<file path="src/rtl/seg_scan.sv">
// seg_scan: six-digit multiplexed seven-segment scanner.
// A prescaler sets how long each digit position stays lit. The incoming
// digits are captured into shadow registers once per full scan, so a
// frame never mixes old and new values. The digit enables, segments and
// decimal point are registered and lag the position counter by one clock.
module seg_scan #(
  parameter int DIV = 50000
) (
  input  logic       clk,
  input  logic       rst,
  input  logic       y0,
  input  logic [3:0] y1,
  input  logic [3:0] y2,
  input  logic [3:0] y3,
  input  logic [3:0] y4,
  input  logic [3:0] y5,
  output logic [5:0] an,
  output logic [6:0] seg,
  output logic       dp,
  output logic       frame
);

  localparam int CW = (DIV > 1) ? $clog2(DIV) : 1;
  localparam logic [CW-1:0] CNT_MAX = CW'(DIV - 1);

  logic [CW-1:0] cnt_q, cnt_d;
  logic [2:0]    pos_q, pos_d;
  logic          s0_q, s0_d;
  logic [3:0]    s1_q, s1_d, s2_q, s2_d, s3_q, s3_d, s4_q, s4_d, s5_q, s5_d;
  logic [5:0]    an_q, an_d;
  logic [6:0]    seg_q, seg_d;
  logic          dp_q, dp_d;
  logic          frame_q, frame_d;

  logic          tick;
  logic          load;
  logic [3:0]    digit;

  // Active-low {g,f,e,d,c,b,a} pattern; codes above 9 show a dash.
  function automatic logic [6:0] enc(input logic [3:0] d);
    case (d)
      4'd0:    enc = 7'b1000000;
      4'd1:    enc = 7'b1111001;
      4'd2:    enc = 7'b0100100;
      4'd3:    enc = 7'b0110000;
      4'd4:    enc = 7'b0011001;
      4'd5:    enc = 7'b0010010;
      4'd6:    enc = 7'b0000010;
      4'd7:    enc = 7'b1111000;
      4'd8:    enc = 7'b0000000;
      4'd9:    enc = 7'b0010000;
      default: enc = 7'b0111111;
    endcase
  endfunction

  // Next-state logic: prescaler, position, shadow capture and output decode.
  always_comb begin
    tick  = (cnt_q == CNT_MAX);
    load  = tick && (pos_q == 3'd5);
    cnt_d = tick ? '0 : cnt_q + 1'b1;

    pos_d = pos_q;
    if (tick) pos_d = (pos_q == 3'd5) ? 3'd0 : pos_q + 3'd1;

    s0_d = load ? y0 : s0_q;
    s1_d = load ? y1 : s1_q;
    s2_d = load ? y2 : s2_q;
    s3_d = load ? y3 : s3_q;
    s4_d = load ? y4 : s4_q;
    s5_d = load ? y5 : s5_q;
    frame_d = load;

    // Outputs decode from the current position and shadow contents,
    // never from the live inputs.
    digit = 4'd0;
    an_d  = 6'b111111;
    case (pos_q)
      3'd0: begin digit = {3'b000, s0_q}; an_d = 6'b011111; end
      3'd1: begin digit = s1_q;           an_d = 6'b101111; end
      3'd2: begin digit = s2_q;           an_d = 6'b110111; end
      3'd3: begin digit = s3_q;           an_d = 6'b111011; end
      3'd4: begin digit = s4_q;           an_d = 6'b111101; end
      3'd5: begin digit = s5_q;           an_d = 6'b111110; end
      default: begin digit = 4'd0;        an_d = 6'b111111; end
    endcase
    seg_d = enc(digit);
    dp_d  = (pos_q != 3'd0);
  end

  // State and registered outputs; reset blanks the display immediately.
  always_ff @(posedge clk or posedge rst) begin
    if (rst) begin
      cnt_q   <= '0;
      pos_q   <= 3'd0;
      s0_q    <= 1'b0;
      s1_q    <= 4'd0;
      s2_q    <= 4'd0;
      s3_q    <= 4'd0;
      s4_q    <= 4'd0;
      s5_q    <= 4'd0;
      an_q    <= 6'b111111;
      seg_q   <= 7'b1111111;
      dp_q    <= 1'b1;
      frame_q <= 1'b0;
    end else begin
      cnt_q   <= cnt_d;
      pos_q   <= pos_d;
      s0_q    <= s0_d;
      s1_q    <= s1_d;
      s2_q    <= s2_d;
      s3_q    <= s3_d;
      s4_q    <= s4_d;
      s5_q    <= s5_d;
      an_q    <= an_d;
      seg_q   <= seg_d;
      dp_q    <= dp_d;
      frame_q <= frame_d;
    end
  end

  assign an    = an_q;
  assign seg   = seg_q;
  assign dp    = dp_q;
  assign frame = frame_q;

endmodule

</file>
<file path="config.mk">
export PLATFORM = sky130hd
export DESIGN_NAME = seg_scan
export DESIGN_NICKNAME = d
export VERILOG_FILES = /design/src/rtl/seg_scan.sv
export SDC_FILE = /design/constraint.sdc
export NUM_CORES = 1
export LEC_CHECK = 0
export ABC_AREA = 0
export ABC_CLOCK_PERIOD_IN_PS = 4790
export BUFFER_PORTS_ARGS = -buffer_cell sky130_fd_sc_hd__buf_2
export CORE_MARGIN = 3
export CORE_UTILIZATION = 51
export DETAILED_ROUTE_END_ITERATION = 7
export PLACE_DENSITY_LB_ADDON = 0.2
export SLEW_MARGIN = 20
export SYNTH_ARGS = -nofsm -noshare
export SYNTH_HDL_FRONTEND = slang
export SYNTH_SLANG_ARGS = --single-unit
</file>
<file path="constraint.sdc">
create_clock -name clk -period 4.79 [get_ports clk]
set_input_delay 0.958 -clock clk [delete_from_list [all_inputs] [get_ports clk]]
set_output_delay 0.958 -clock clk [all_outputs]
set_load 0.02 [all_outputs]
</file>
-- Word level (Yosys, flattened, before mapping)
Memories as Yosys holds them, arrays and structs flattened. A register that Yosys moved wholly into a read port is not among the register bits.
Index checks and enable logic that the tools add are counted.
- output and inout bits: 15
- memory bits (read-only): 112
- memories: 1
- register bits: 48
- logic and storage cells: 27
- input port bits: 23
- add/subtract/negate cells: 2
- muxes and demuxes: 4
- equality and inequality tests: 6
- reductions and logical operators: 3
- memories (name ; words ; width ; rd ports ; clocked after memory_dff ; wr ports ; RTL line ; text):
    (no name shown) ; 16 ; 7 ; 1 ; 1 ; 0 ; 41 ; case (d)
- operators with widths (operator ; count):
    one-hot mux 6 bit (6 select lines) ; 1
    one-hot mux 4 bit (6 select lines) ; 1
    adder 16 x 1 -> 16 bit (second input constant) ; 1
    == test 16 bit (second input constant) ; 1
    two-way mux 16 bit ; 1
    == test 3 x 2 -> 1 bit (second input constant) ; 2
    == test 3 bit (second input constant) ; 2
    adder 3 x 1 -> 3 bit (second input constant) ; 1
    == test 3 x 1 -> 1 bit (second input constant) ; 1
    zero test 3 bit ; 1
    two-way mux 3 bit ; 1
    nonzero test 3 bit ; 1
    logical AND 1 bit ; 1

-- Longest topological paths before layout
- depth after elaboration: 2
- gate-level depth with buffers: 12
- mapped depth without buffers: 10

-- Least setup slack after synthesis
Ideal clock, no wire load.
- path kind: register to register
- start: register pos_q[0]
- end: register seg_q[3] (netlist: seg[3])
- data required time: 4.699 ns
- clock period less this slack: 2.388 ns
- path buffers: 2
- setup time: 0.091 ns
- path slack: 2.402 ns
- data arrival time: 2.298 ns
- stages on the path, launching flop included: 11
- cells stage by stage: dfrtp_1 -> buf_4 -> clkbuf_1 -> and2_1 -> ha_1 -> a22o_1 -> a221oi_1 -> nor2_1 -> ha_1 -> nor2_1 -> o31ai_1
- cells in the longest elaborated chain, start to end: 2
- elaborated cells between the ends (all ways): 7
- classes of those cells: eq/ne: 5; mux: 1; reduce/logical: 1
- ends and longest elaborated chain (element ; RTL line ; text):
    start, declared ; 27 ; logic [2:0] pos_q, pos_d;
    start signal, assigned ; 107 ; pos_q <= pos_d;
    == test 3 bit (tied with other cells) ; 77 ; case (pos_q)
    one-hot mux 4 bit (6 select lines) (*) ; 77 ;
    end, declared ; 31 ; logic [6:0] seg_q, seg_d;
Every way passes the cells marked *; elsewhere a longest branch is shown, timed or not.
A chain may end at the register's enable or synchronous reset.

-- Worst setup path in the final report
Same ends and word-level chain as after synthesis.

==> impl_results.md <==
- Number of vias per cell: 5.144
- Cts hold-fix bufs: 0
- Ports: 38
- Number of synthesized flops with an enable pin: 0
- Worst slew margin: 0.5598
- Inserted Diodes: 0
- Post-Syn Instances: 222
- Total track usage: 0.1623
- Predominant post-synthesis flop cell: dfrtp_1
- Gr ovfl total: 0
- Period utilization: 0.5360
- Dominant cells by area after synthesis: dfrtp_1 (40%), dfstp_2 (14%), mux2_1 (5.7%), ha_1 (3.9%), mux2_2 (3.5%)
- Die Y: 77.23 um
- Fin nets: 289
- Top-count cell post-synth: dfrtp_1
- Crit Path Class: flip-flop to flip-flop
- Root buf cell: clkbuf_8
- FMAX: 0.3895 GHz
- Area growth syn-to-layout: 11.51%
- Cell area power density: 250.7 mW/mm^2
- Antenna-violating nets left: 0
- Final hold viol count: 0
- Critical Path Sink Type: flip-flop
- Rows: 25
- Area leader, netlist: dfrtp_1
- Vias in the first global route: 1676
- RSZ-0062 raised after global routing: false
- Max-cap violations: 0
- Vias after detailed routing: 1677
- CTS buffer count: 5
- Synth Area per Inst: 11.66 sq um
- Die width: 77.23 um
- Period minus WS final: 2568 ps
- Combinational power share: 0.024
- Max-slew violations: 0
- CP Max Fanout: 22
- Dpl ws: 2267 ps
- First drt pass iteration count: 4
- Peak VDD IR: 0.1514 mV
- Routed WL: 4372 um
- Clock slew at reported path FFs: 90 ps
- Seq/Total Area, Yosys: 0.5387
- Filler cells: 453
- Clk sinks: 55
- Mapped cell area: 0.002587 sq mm
- FF+latch count, synth: 55
- Post-detail-place hpwl: 3162 um
- Resized cells post-CTS: 0
- Initial Util: 0.5371
- Share of cells above drive strength 1: 0.2973
- Htree depth: 2
- DR DRC count: 0
- Input/output buffers: 37
- Post-synthesis async set-or-reset flop share: 1.000
- CTS max path bufs: 2
- PnR worst setup slack: 2222 ps
- Gp weighted congestion: 0.8131
- CTS tree: done
- Synth warnings: 0
- Yosys cell types: 48
- Iter 0 DRT Violations: 73
- Clock group share of total power: 0.334
- WL/cell: 13.41 um
- Setup Buffers After CTS: 0
- Post-DP Area: 0.002804 sq mm
- Internal Power: 574.3 uW
- NetSw: 149.0 uW
- Startpoint Class: flip-flop
- Seq pwr share: 0.642
- Post-synth top cells: dfrtp_1 (41), nor2_1 (22), dfstp_2 (14)
- Status: complete, no violations
- Die Footprint: 0.005964 sq mm
- Actual slew at the worst max-slew pin: 660.3 ps
- HP Class: flip-flop to flip-flop
- Largest net degree at the start of global routing: 56
- Final setup TNS: 0 ps
- Post-Layout Inst Area: 0.002885 sq mm
- WP data required: 5010 ps
- First-pass GRT wire length: 7728 um
- Final setup vio count: 0
- Synthesized net count: 253
- Net Sw Frac: 0.2060
- Final Skew: 6.231 ps
- Synth top area share: 0.3965
- Clock latency on the worst-skew pair: 300 ps
- Total core area: 0.004817 sq mm
- Leak Pwr: 1.393 nW
- Worst EP arrival: 2780 ps
- Tot Pwr: 723.3 uW
- Initial antenna violation count: 0
## flip-flops by register name (all words and copies together), names as in the netlist, 4 cells and up
name / count
s1_q: 4
cnt_q: 16
s5_q: 4
an: 6
s4_q: 4
seg: 7
s3_q: 4
s2_q: 4
## power groups by stage
stage | combinational, mW | clock, mW | sequential [mW]
floorplan | 0.00684 | 0 | 0.473
global placement | 0.0185 | 0 | 0.473
detailed placement | 0.0184 | 0 | 0.473
CTS | 0.0184 | 0.256 | 0.465
global route | 0.0206 | 0.271 | 0.465
finish | 0.0173 | 0.241 | 0.465
## routing by layer
layer | GRT usage | share of wire
met1 | 0.2189 | 0.46
met2 | 0.2539 | 0.48
met3 | 0.04460 | 0.044
met4 | 0.05338 | 0.013
met5 | 0 | 0
## layout by cell type, fill, tap and decap left out, types with 2 or more instances in the layout
cell      synthesis  final
buf_2             3     37
and3_1            3      3
inv_1             9      8
clkbuf_8          0      5
nor3_1            2      2
nor2b_1           4      4
o21ai_0           5      5
xor2_1            8      8
o31ai_1           4      4
o211ai_1          3      3
nor2_1           22     22
nand3_1           6      6
mux2i_1           4      4
a21oi_1           3      3
or3_1             3      3
mux2_2            8      8
mux2_1           13     13
dfrtp_1          41     41
xnor2_1           7      7
ha_1              8      8
nand4_1           4      4
dfstp_2          14     14
clkbuf_1          2      2
nand3b_1          5      5
nand2_1          12     12
and2_1            3      3
or2_2             2      2
## critical path, stage by stage, from the launching register on
cell	delay (ps)
dfrtp_1	620
and2_1	280
ha_1	230
a22o_1	250
a221oi_1	350
nor2_1	150
ha_1	320
nor2_1	50
o31ai_1	230
## through the flow
step	util	hold WS, ps	cells
5_1_grt	0.5990	513.6	326
2_1_floorplan	-	448.9	222
3_5_place_dp	0.5821	479.9	318
3_3_place_gp	0.5821	475.8	318
6_report	0.5990	495.0	326
4_1_cts	0.5990	496.8	326
## cells by family (layout without fill, tap and decap cells)
| group | count (synthesis) | in the layout | share of synthesized area |
|---|---|---|---|
| multiplexers | 25 | 25 | 0.1069 |
| XOR/XNOR | 15 | 15 | 0.05078 |
| adder cells (fa/ha/maj) | 8 | 8 | 0.03869 |
| AND/OR/NAND/NOR | 74 | 74 | 0.1528 |
| flip-flops | 55 | 55 | 0.5387 |
| buffers and inverters | 18 | 55 | 0.03626 |
| AO/OA/AOI/OAI | 27 | 27 | 0.07592 |
## area by class of cell
cell class | count | area [sq um] | area share
clock buffers | 7 | 76.32 | 0.02645
clock inverters | 1 | 5.005 | 0.001735
inverters | 9 | 33.78 | 0.01171
multi-input cells | 149 | 1100 | 0.3812
flip-flops and latches | 55 | 1394 | 0.4831
well taps | 67 | 83.83 | 0.02905
repair buffers | 38 | 192.7 | 0.06678
## worst paths after layout
check	slack, ps	to	cells after the start	from
max in group asynchronous	3520	pos_q[1]	3	rst
min in group asynchronous	800	s4_q[3]	3	rst
worst max register to register	2220	seg[3]	8	pos_q[0]
worst max-delay path	2220	seg[3]	8	pos_q[0]
worst min register to register	500	cnt_q[13]	1	cnt_q[13]
worst min-delay path	500	cnt_q[13]	1	cnt_q[13]
(Power assumes the default switching activity.)
